**src/rtl/serial_add_sub_pkg.sv**
```systemverilog
// serial_add_sub_pkg: shared FSM state type and operation codes for serial_add_sub.
package serial_add_sub_pkg;

    typedef enum logic {IDLE, RUN} state_t;

    localparam logic OP_ADD = 1'b0;
    localparam logic OP_SUB = 1'b1;

endpackage

```
**src/rtl/serial_fa.sv**
```systemverilog
// serial_fa: combinational 1-bit full adder, the only arithmetic cell of serial_add_sub.
module serial_fa (
    input  logic a,
    input  logic b,
    input  logic cin,
    output logic s,
    output logic cout
);

    assign s    = a ^ b ^ cin;
    assign cout = (a & b) | (a & cin) | (b & cin);

endmodule

```
**src/rtl/serial_add_sub.sv**
```systemverilog
// serial_add_sub: bit-serial WIDTH-bit adder/subtractor, one result bit per clock, LSB first.
// Define SERIAL_ADD_SUB_OVF_EN to add the two's-complement overflow output ovf.
module serial_add_sub
    import serial_add_sub_pkg::*;
#(
    parameter int WIDTH = 4,
    localparam int CNT_W = $clog2(WIDTH + 1)
) (
    input  logic             clk,
    input  logic             rst_n,
    input  logic             start,
    input  logic [WIDTH-1:0] a,
    input  logic [WIDTH-1:0] b,
    input  logic             en,
    output logic             busy,
    output logic             done,
    output logic [WIDTH-1:0] result,
`ifdef SERIAL_ADD_SUB_OVF_EN
    output logic             carry,
    output logic             ovf
`else
    output logic             carry
`endif
);

    state_t           state, state_nx;
    logic [CNT_W-1:0] cnt;
    logic [WIDTH-1:0] a_sr, b_sr;
    logic             c, s, cout, accept, last;

    serial_fa u_fa (
        .a   (a_sr[0]),
        .b   (b_sr[0]),
        .cin (c),
        .s   (s),
        .cout(cout)
    );

    assign accept = (state == IDLE) && start;
    assign last   = (state == RUN) && (cnt == CNT_W'(WIDTH - 1));
    assign busy   = (state == RUN);

    always_comb begin
        state_nx = state;
        state_nx = (state == IDLE) ? (start ? RUN : IDLE) : (last ? IDLE : RUN);
    end

    always_ff @(posedge clk or negedge rst_n) begin
        if (!rst_n) state <= IDLE;
        else        state <= state_nx;
    end

    // The A register doubles as the accumulator: sum bits enter at the MSB as operand bits leave.
    always_ff @(posedge clk or negedge rst_n) begin
        if (!rst_n) begin
            done   <= 1'b0;
            result <= '0;
            carry  <= 1'b0;
            cnt    <= '0;
            a_sr   <= '0;
            b_sr   <= '0;
            c      <= 1'b0;
        end else begin
            done <= last;
            if (accept) begin
                a_sr <= a;
                b_sr <= b ^ {WIDTH{en}};
                c    <= (en == OP_SUB);
                cnt  <= '0;
            end else if (state == RUN) begin
                a_sr <= {s, a_sr[WIDTH-1:1]};
                b_sr <= b_sr >> 1;
                c    <= cout;
                cnt  <= cnt + CNT_W'(1);
                if (last) begin
                    result <= {s, a_sr[WIDTH-1:1]};
                    carry  <= cout;
                end
            end
        end
    end

`ifdef SERIAL_ADD_SUB_OVF_EN
    // On the last bit c is the carry into the MSB.
    always_ff @(posedge clk or negedge rst_n) begin
        if (!rst_n)    ovf <= 1'b0;
        else if (last) ovf <= c ^ cout;
    end
`endif

endmodule

```
**config.mk**
```make
export PLATFORM = sky130hd
export DESIGN_NAME = serial_add_sub
export DESIGN_NICKNAME = d
export VERILOG_FILES = /design/src/rtl/serial_add_sub_pkg.sv /design/src/rtl/serial_fa.sv /design/src/rtl/serial_add_sub.sv
export SDC_FILE = /design/constraint.sdc
export NUM_CORES = 1
export LEC_CHECK = 0
export ABC_AREA = 1
export CORE_UTILIZATION = 30
export DETAILED_ROUTE_END_ITERATION = 8
export GPL_ROUTABILITY_DRIVEN = 0
export PLACE_DENSITY = 0.56
export SYNTH_ARGS = -nofsm -noshare
export SYNTH_HDL_FRONTEND = slang
export SYNTH_SLANG_ARGS = --single-unit
export TNS_END_PERCENT = 10
```
**constraint.sdc**
```tcl
create_clock -name clk -period 3 [get_ports clk]
set_input_delay 0.6 -clock clk [delete_from_list [all_inputs] [get_ports clk]]
set_output_delay 0.6 -clock clk [all_outputs]
set_load 0.02 [all_outputs]
```
Word-level counts from Yosys, hierarchy flattened
Index checks and enable logic that the tools add are counted.

operators by class
  add/subtract/negate cells = 1
  equality and inequality tests = 1
  muxes and demuxes = 11
  $lt $le $gt $ge = 0
  multiply operators = 0
  shift-type cells = 0
  div/mod/pow operators = 0
  reductions and logical operators = 4
  bitwise gates (word level) = 10

operators with widths
  cell                   count
  $mux W4                4
  $mux W3                2
  $mux W1                5
  $xor A4 B4 Y4          1
  $add A3 B1 Y3 const B  1
  $and A1 B1 Y1          3
  $eq A3 B2 Y1 const B   1
  $reduce_and A3 Y1      1
  $logic_and A1 B1 Y1    2
  $not A1 Y1             2
  $or A1 B1 Y1           2
  $reduce_bool A2 Y1     1
  $xor A1 B1 Y1          2

word-level totals
  memories kept = 0
  ROM bits = 0
  RAM bits = 0
  output and inout port bits = 7
  input port bits = 12
  logic and storage cells = 35
  bits in latches = 0
  register bits = 19

Depth between registers and ports, before layout
  word-level depth = 5
  gate-level depth with buffers = 6

By module
A second synthesis with hierarchy kept.

unflattened totals
  cell total of the unflattened synthesis = 108
  area total of the unflattened synthesis = 864.6 µm²

modules (own cells, without submodules)
  module          instances  area an instance (µm²)  sequential area each (µm²)  cells each
  serial_add_sub  1          844.6                   475.5                       107
  serial_fa       1          20.0                    0.0                         1

Least setup slack after synthesis
No wires, ideal clock.

  kind = register to register
  from = register cnt[0]
  to = register result[3]
  path buffers = 0
  data required time = 2.883 ns
  data arrival time = 1.047 ns
  cell stages (with the launch flop) = 7
  clock period less this slack = 1.164 ns
  library setup time = 0.117 ns
  slack = 1.836 ns
  cell sequence = dfrtp_1 ha_1 ha_1 nand2_1 inv_2 nand2_1 nand2_1

on the way
  cells in the longest elaborated chain, start to end = 3

ends and longest elaborated chain
  item                         line                  text
  start, declared              serial_add_sub.sv:27  logic [CNT_W-1:0] cnt;
  start signal, assigned       serial_add_sub.sv:74  cnt <= cnt + CNT_W'(1);
  $eq A3 B2 Y1                 serial_add_sub.sv:40  assign last = (state == RUN) && (cnt == CNT_W'(WIDTH - 1));
  $logic_and A1 B1 Y1          serial_add_sub.sv:40
  net last                     serial_add_sub.sv:29  logic c, s, cout, accept, last;
  $reduce_and A3 Y1 (no line)  n/a
  end signal, assigned         serial_add_sub.sv:76  result <= {s, a_sr[WIDTH-1:1]};
  end, declared                serial_add_sub.sv:17  output logic [WIDTH-1:0] result,

The timed path passes the listed nets, and every way through them passes these cells.
A chain may end at the register's enable or synchronous reset.

Worst setup path in the final report
  from = register state, in the netlist busy
  to = output busy

RTL lines
  item                    line                  text
  start, declared         serial_add_sub.sv:26  state_t state, state_nx;
  start signal, assigned  serial_add_sub.sv:50  else state <= state_nx;
  end, declared           serial_add_sub.sv:15  output logic busy,

No word-level cell between the ends.

==> results.toml <==
[run_status]
status = "completed"

[timing]
setup_tns_ns = 0
min_period_ns = 2.24
finalWorstSetupSlack_ns = 0.760
relSlewSlack_pct = 44.6
hold_viol_final = 0
fmax_mhz = 446
final_max_slew_viol_count = 0
setup_viol_count_final = 0
post-route-period-util_pct = 74.7
whs_ns = 0.482
grt_setup_unrepaired = "false"
tightest_slew_ns = 0.828
fin_worst_skew_ns = 0.00938

[hold_path]
holdCritPathClass = "flip-flop to flip-flop"
hold_path_depth = 2

[critical_path]
reg2reg_depth = 3
crit_path_cell_trace = "clkdlybuf4s50_1"
crit_required_ns = 2.40
max_stage_delay_ns = 0.69
endpoint_kind = "output port"
path_delay_family = "buffers and inverters"
cp_num_cells = 1
critPathBufInv = 1
critPathMaxFanout = 14
crit_path_top_delay_cell = "clkdlybuf4s50_1"
worstSetupStartpointType = "flip-flop"
arrival_ns = 1.64
worstSetupPathType = "flip-flop to output port"

[routing]
drcViolationCount = 0
drt_first_iter_violations = 8
drt_pass1_iterations = 4
vias = 684
wl_microns = 1550
wl_per_cell_microns = 9.74
ant_nets = 0
vias_per_cell = 4.30

[placement]
place_hpwl_microns = 1140
placedCellCount = 155
place_ws_ns = 1.08
portBuffers = 18
place_area_sq_mm = 0.00107

[floorplan]
io_pins = 19
fp.dieW_microns = 55.8
die_area_sq_mm = 0.00311
initial_core_util_pct = 31.4
die_h_microns = 55.8
design.core.area_sq_mm = 0.00276
rows = 19

[cts]
post_cts_buffers = 0
clk_pin_slew_ns = 0.11
clk_latency_ns = 0.29
cts_root_buffer = "clkbuf_4"
cts_buffers = 3
cts_tree = "built"
clock_sinks = 19
cts.path.max_buffers = 2
htree_num_levels = 1
post_cts_resized = 0
postCtsHoldBufs = 0

[cells_and_area]
final_cells = 159
final_util_pct = 39.9
fin_nets = 144
synthToLayoutAreaGrowth_pct = 27.0
fin_area_sq_mm = 0.00110
insertedDiodeCount = 0
mostFrequentLayoutCells = "nand2_1, dfrtp_1, clkdlybuf4s50_1"
final_common_cell = "nand2_1"
layout-drive-gt1-share_pct = 6.25

[synth]
ys_seq_elements = 19
ys_seq_area_share_pct = 54.8
ys_warn_count = 0
synthDistinctLibCells = 13
syn_area_sq_um = 867
syn-num-nets = 123
syn_avg_cell_area_sq_um = 8.03
netlist_instances = 108

[global_routing]
grt_use_total_pct = 11.1
grt_pass1_vias = 612
grt_pass1_wl_microns = 2660
antenna_found_initial = 0
grt_overflow = 0
grt_max_degree = 20

[power_and_ir_drop]
ir_worst_vdd_mv = 0.472
power_density_mw_per_mm2 = 881
p_leak_nw = 0.597
power.total_mw = 0.970

[flow_run]
maxCapViolCount = 0
## cell type report
type / instances / area, sq um
Clock buffer: 3 / 22.5
Clock inverter: 1 / 5.00
Timing Repair Buffer: 18 / 180
Fill cell: 293 / 1660
Multi-Input combinational cell: 75 / 334
Sequential cell: 19 / 475
Tap cell: 31 / 38.8
Inverter: 12 / 45.0
## path summary, 6_finish.rpt
check                           slack [ns]  startpoint  endpoint
worst max-delay path                  0.76        busy      busy
min in group asynchronous             0.77       rst_n      busy
max in group asynchronous             1.71       rst_n   b_sr[3]
worst max register to register        1.66        busy   b_sr[2]
worst min register to register        0.48      cnt[1]    cnt[1]
worst min-delay path                  0.48      cnt[1]    cnt[1]
## layer usage
layer / up-vias / routed length (microns) / global-route usage, %
li1: 366 / - / -
met3: 2 / 74 / 2.56
met1: 300 / 740 / 13.5
met4: 0 / 12 / 6.43
met5: - / 0 / 0
met2: 16 / 720 / 18.1
## sequential cells by signal, indices dropped and copies added, names as in the netlist
name	flops
a_sr	4
b_sr	4
result	4
cnt	3
busy	1
c	1
carry	1
done	1
## cell usage after synthesis (all sizes together)
library cell / count / area, sq um
a21oi: 3 / 15.0
buf: 2 / 12.5
dfrtp: 19 / 475
fa: 1 / 20.0
ha: 2 / 25.0
inv: 12 / 45.1
nand2: 58 / 218
nand3: 6 / 30.0
nor2: 3 / 16.3
o21ai: 2 / 10.0
## power breakdown
group / internal, mW / switching, mW
sequential: 0.366 / 0.0863
clock: 0.0495 / 0.0767
combinational: 0.180 / 0.211
total: 0.596 / 0.374
## kinds of logic (layout without fill, tap and decap cells)
logic type      Yosys count  after routing  synth area share, %
fa+ha+maj                 3              3                 5.19
compound gates            5              5                 2.89
buf+inv                  14             34                 6.64
simple gates             67             67                 30.4
flops                    19             19                 54.8
Note: power is estimated with default switching activity, not from simulation.
==> RTL edit, RTL diff (same flow settings) <==
Add an input register stage for `start`, `a`, `b` and `en`, without a reset; this delays them by one clock.
--- a/src/rtl/serial_add_sub.sv
+++ b/src/rtl/serial_add_sub.sv
@@ -25,2 +25,14 @@
 
+    logic start_q;
+    logic [WIDTH-1:0] a_q;
+    logic [WIDTH-1:0] b_q;
+    logic en_q;
+
+    always_ff @(posedge clk) begin
+        start_q <= start;
+        a_q     <= a;
+        b_q     <= b;
+        en_q    <= en;
+    end
+
     state_t           state, state_nx;
@@ -38,3 +50,3 @@
 
-    assign accept = (state == IDLE) && start;
+    assign accept = (state == IDLE) && start_q;
     assign last   = (state == RUN) && (cnt == CNT_W'(WIDTH - 1));
@@ -44,3 +56,3 @@
         state_nx = state;
-        state_nx = (state == IDLE) ? (start ? RUN : IDLE) : (last ? IDLE : RUN);
+        state_nx = (state == IDLE) ? (start_q ? RUN : IDLE) : (last ? IDLE : RUN);
     end
@@ -65,5 +77,5 @@
             if (accept) begin
-                a_sr <= a;
-                b_sr <= b ^ {WIDTH{en}};
-                c    <= (en == OP_SUB);
+                a_sr <= a_q;
+                b_sr <= b_q ^ {WIDTH{en_q}};
+                c    <= (en_q == OP_SUB);
                 cnt  <= '0;
Function: changed (Yosys sat finds a counterexample within 4 cycles, from zero or initial values and one cycle with rst_n low).
==> RTL edit against the original RTL <==
  * Worst setup slack improved by 0.012 ns
  * Design area rose by 24%
  * Sequential cell count up 10
  * Core utilization grew 0.59 points
  * Power increased by 28%
  * Clock power grew 110%
  * Cell count grew 18%
  * Routed wire length grew 6.7%
  * Area after synthesis is 23% higher
  * Critical path type unchanged
  * Largest power group unchanged
==> RTL edit: results (changes against the original RTL) <==
[power]
p_leak_nw=0.705  ; was 0.597 nW
clkPwrFrac=0.210  ; was 0.130
seqPwrFrac=0.479  ; was 0.467
ir_worst_vdd_uv=331  ; was 472 uV
p_sw_frac=0.340  ; was 0.386

[clock_tree]
htreeDepth=2  ; was 1
clk-insertion-delay-late_ns=0.31  ; was 0.29 ns
cts_made_buffers=5  ; was 3

[placed_design]
place_area_sq_um=1290  ; was 1070 sq um
post-place-ws_ns=1.09  ; was 1.08 ns
dp_cells=180  ; was 155

[die]
core_area_sq_um=3360  ; was 2760 sq um

[synth]
synth_fp_nets=133  ; was 123
synthCells=118  ; was 108
synth-seq-cells=29  ; was 19
synth_area_leaders=dfrtp_1, nand2_1, dfxtp_1, inv_1, nand3_1  ; was dfrtp_1, nand2_1, inv_1, nand3_1, ha_1
synth_seq_area_share=0.633  ; was 0.548
synth_cell_types=14  ; was 13

[cells_and_area]
n_fill_cell=342  ; was 293
clkCellAreaFrac=0.0514  ; was 0.0250
final_nets=156  ; was 144
bufAreaShareNonClock=0.132  ; was 0.164
final_layout_size_suffix_gt1_frac=0.0845  ; was 0.0625
seq_share=0.496  ; was 0.432
multi_input_area_share=0.245  ; was 0.303
nClkBuffers=7  ; was 3
seq_area_sq_um=676  ; was 475 sq um

[global_routing]
grt_pass1_wl_um=3030  ; was 2660 um
grt.total_usage=0.114  ; was 0.111
grt_pass1_vias=698  ; was 612

[timing]
whs_ns=0.446  ; was 0.482 ns
max_slew.worst_pin.slew_ns=0.820  ; was 0.828 ns

[outcome]
status=completed  ; unchanged

[routing]
first_iter_violations=26  ; was 8
wirelength_um=1650  ; was 1550 um
via_per_inst=4.08  ; was 4.30
wl_per_cell_um=8.79  ; was 9.74 um

[hold_path]
hold_path_end=a_sr[0]$_DFFE_PN0P_  ; was cnt[1]$_DFFE_PN0P_
hold_start=a_q[0]$_DFF_P_  ; was cnt[1]$_DFFE_PN0P_

[critical_path]
ff2ff_setup_slack_ns=1.70  ; was 1.66 ns

-- RTL edit: cell count changes after synthesis, sizes merged --
cell	delta
dfxtp	+10
-- RTL edit: routing by layer --
metal,GRT usage,vias up,routed length [um]
met3,0.0630,2,120
met4,0.0381,0,12
met5,0,-,0
li1,-,402,-
met2,0.161,21,741
met1,0.147,342,779
-- RTL edit: worst max-delay path by stage --
stage / from / to / slack (ns)
final: busy$_DFF_PN0_ / busy / 0.77
after global routing: busy$_DFF_PN0_ / busy / 0.64
after CTS: busy$_DFF_PN0_ / busy / 0.74
after detailed placement: busy$_DFF_PN0_ / busy / 1.09
after global placement: busy$_DFF_PN0_ / busy / 1.12
after floorplan: cnt[0]$_DFFE_PN0P_ / result[3]$_DFFE_PN0P_ / 1.84
-- RTL edit: cell families after synthesis --
kind of cell | count (synthesis) | share of synthesized area
flops | 29 | 0.633
simple gates | 67 | 0.247
buf+inv | 14 | 0.0539
compound gates | 5 | 0.0234
fa+ha+maj | 3 | 0.0422
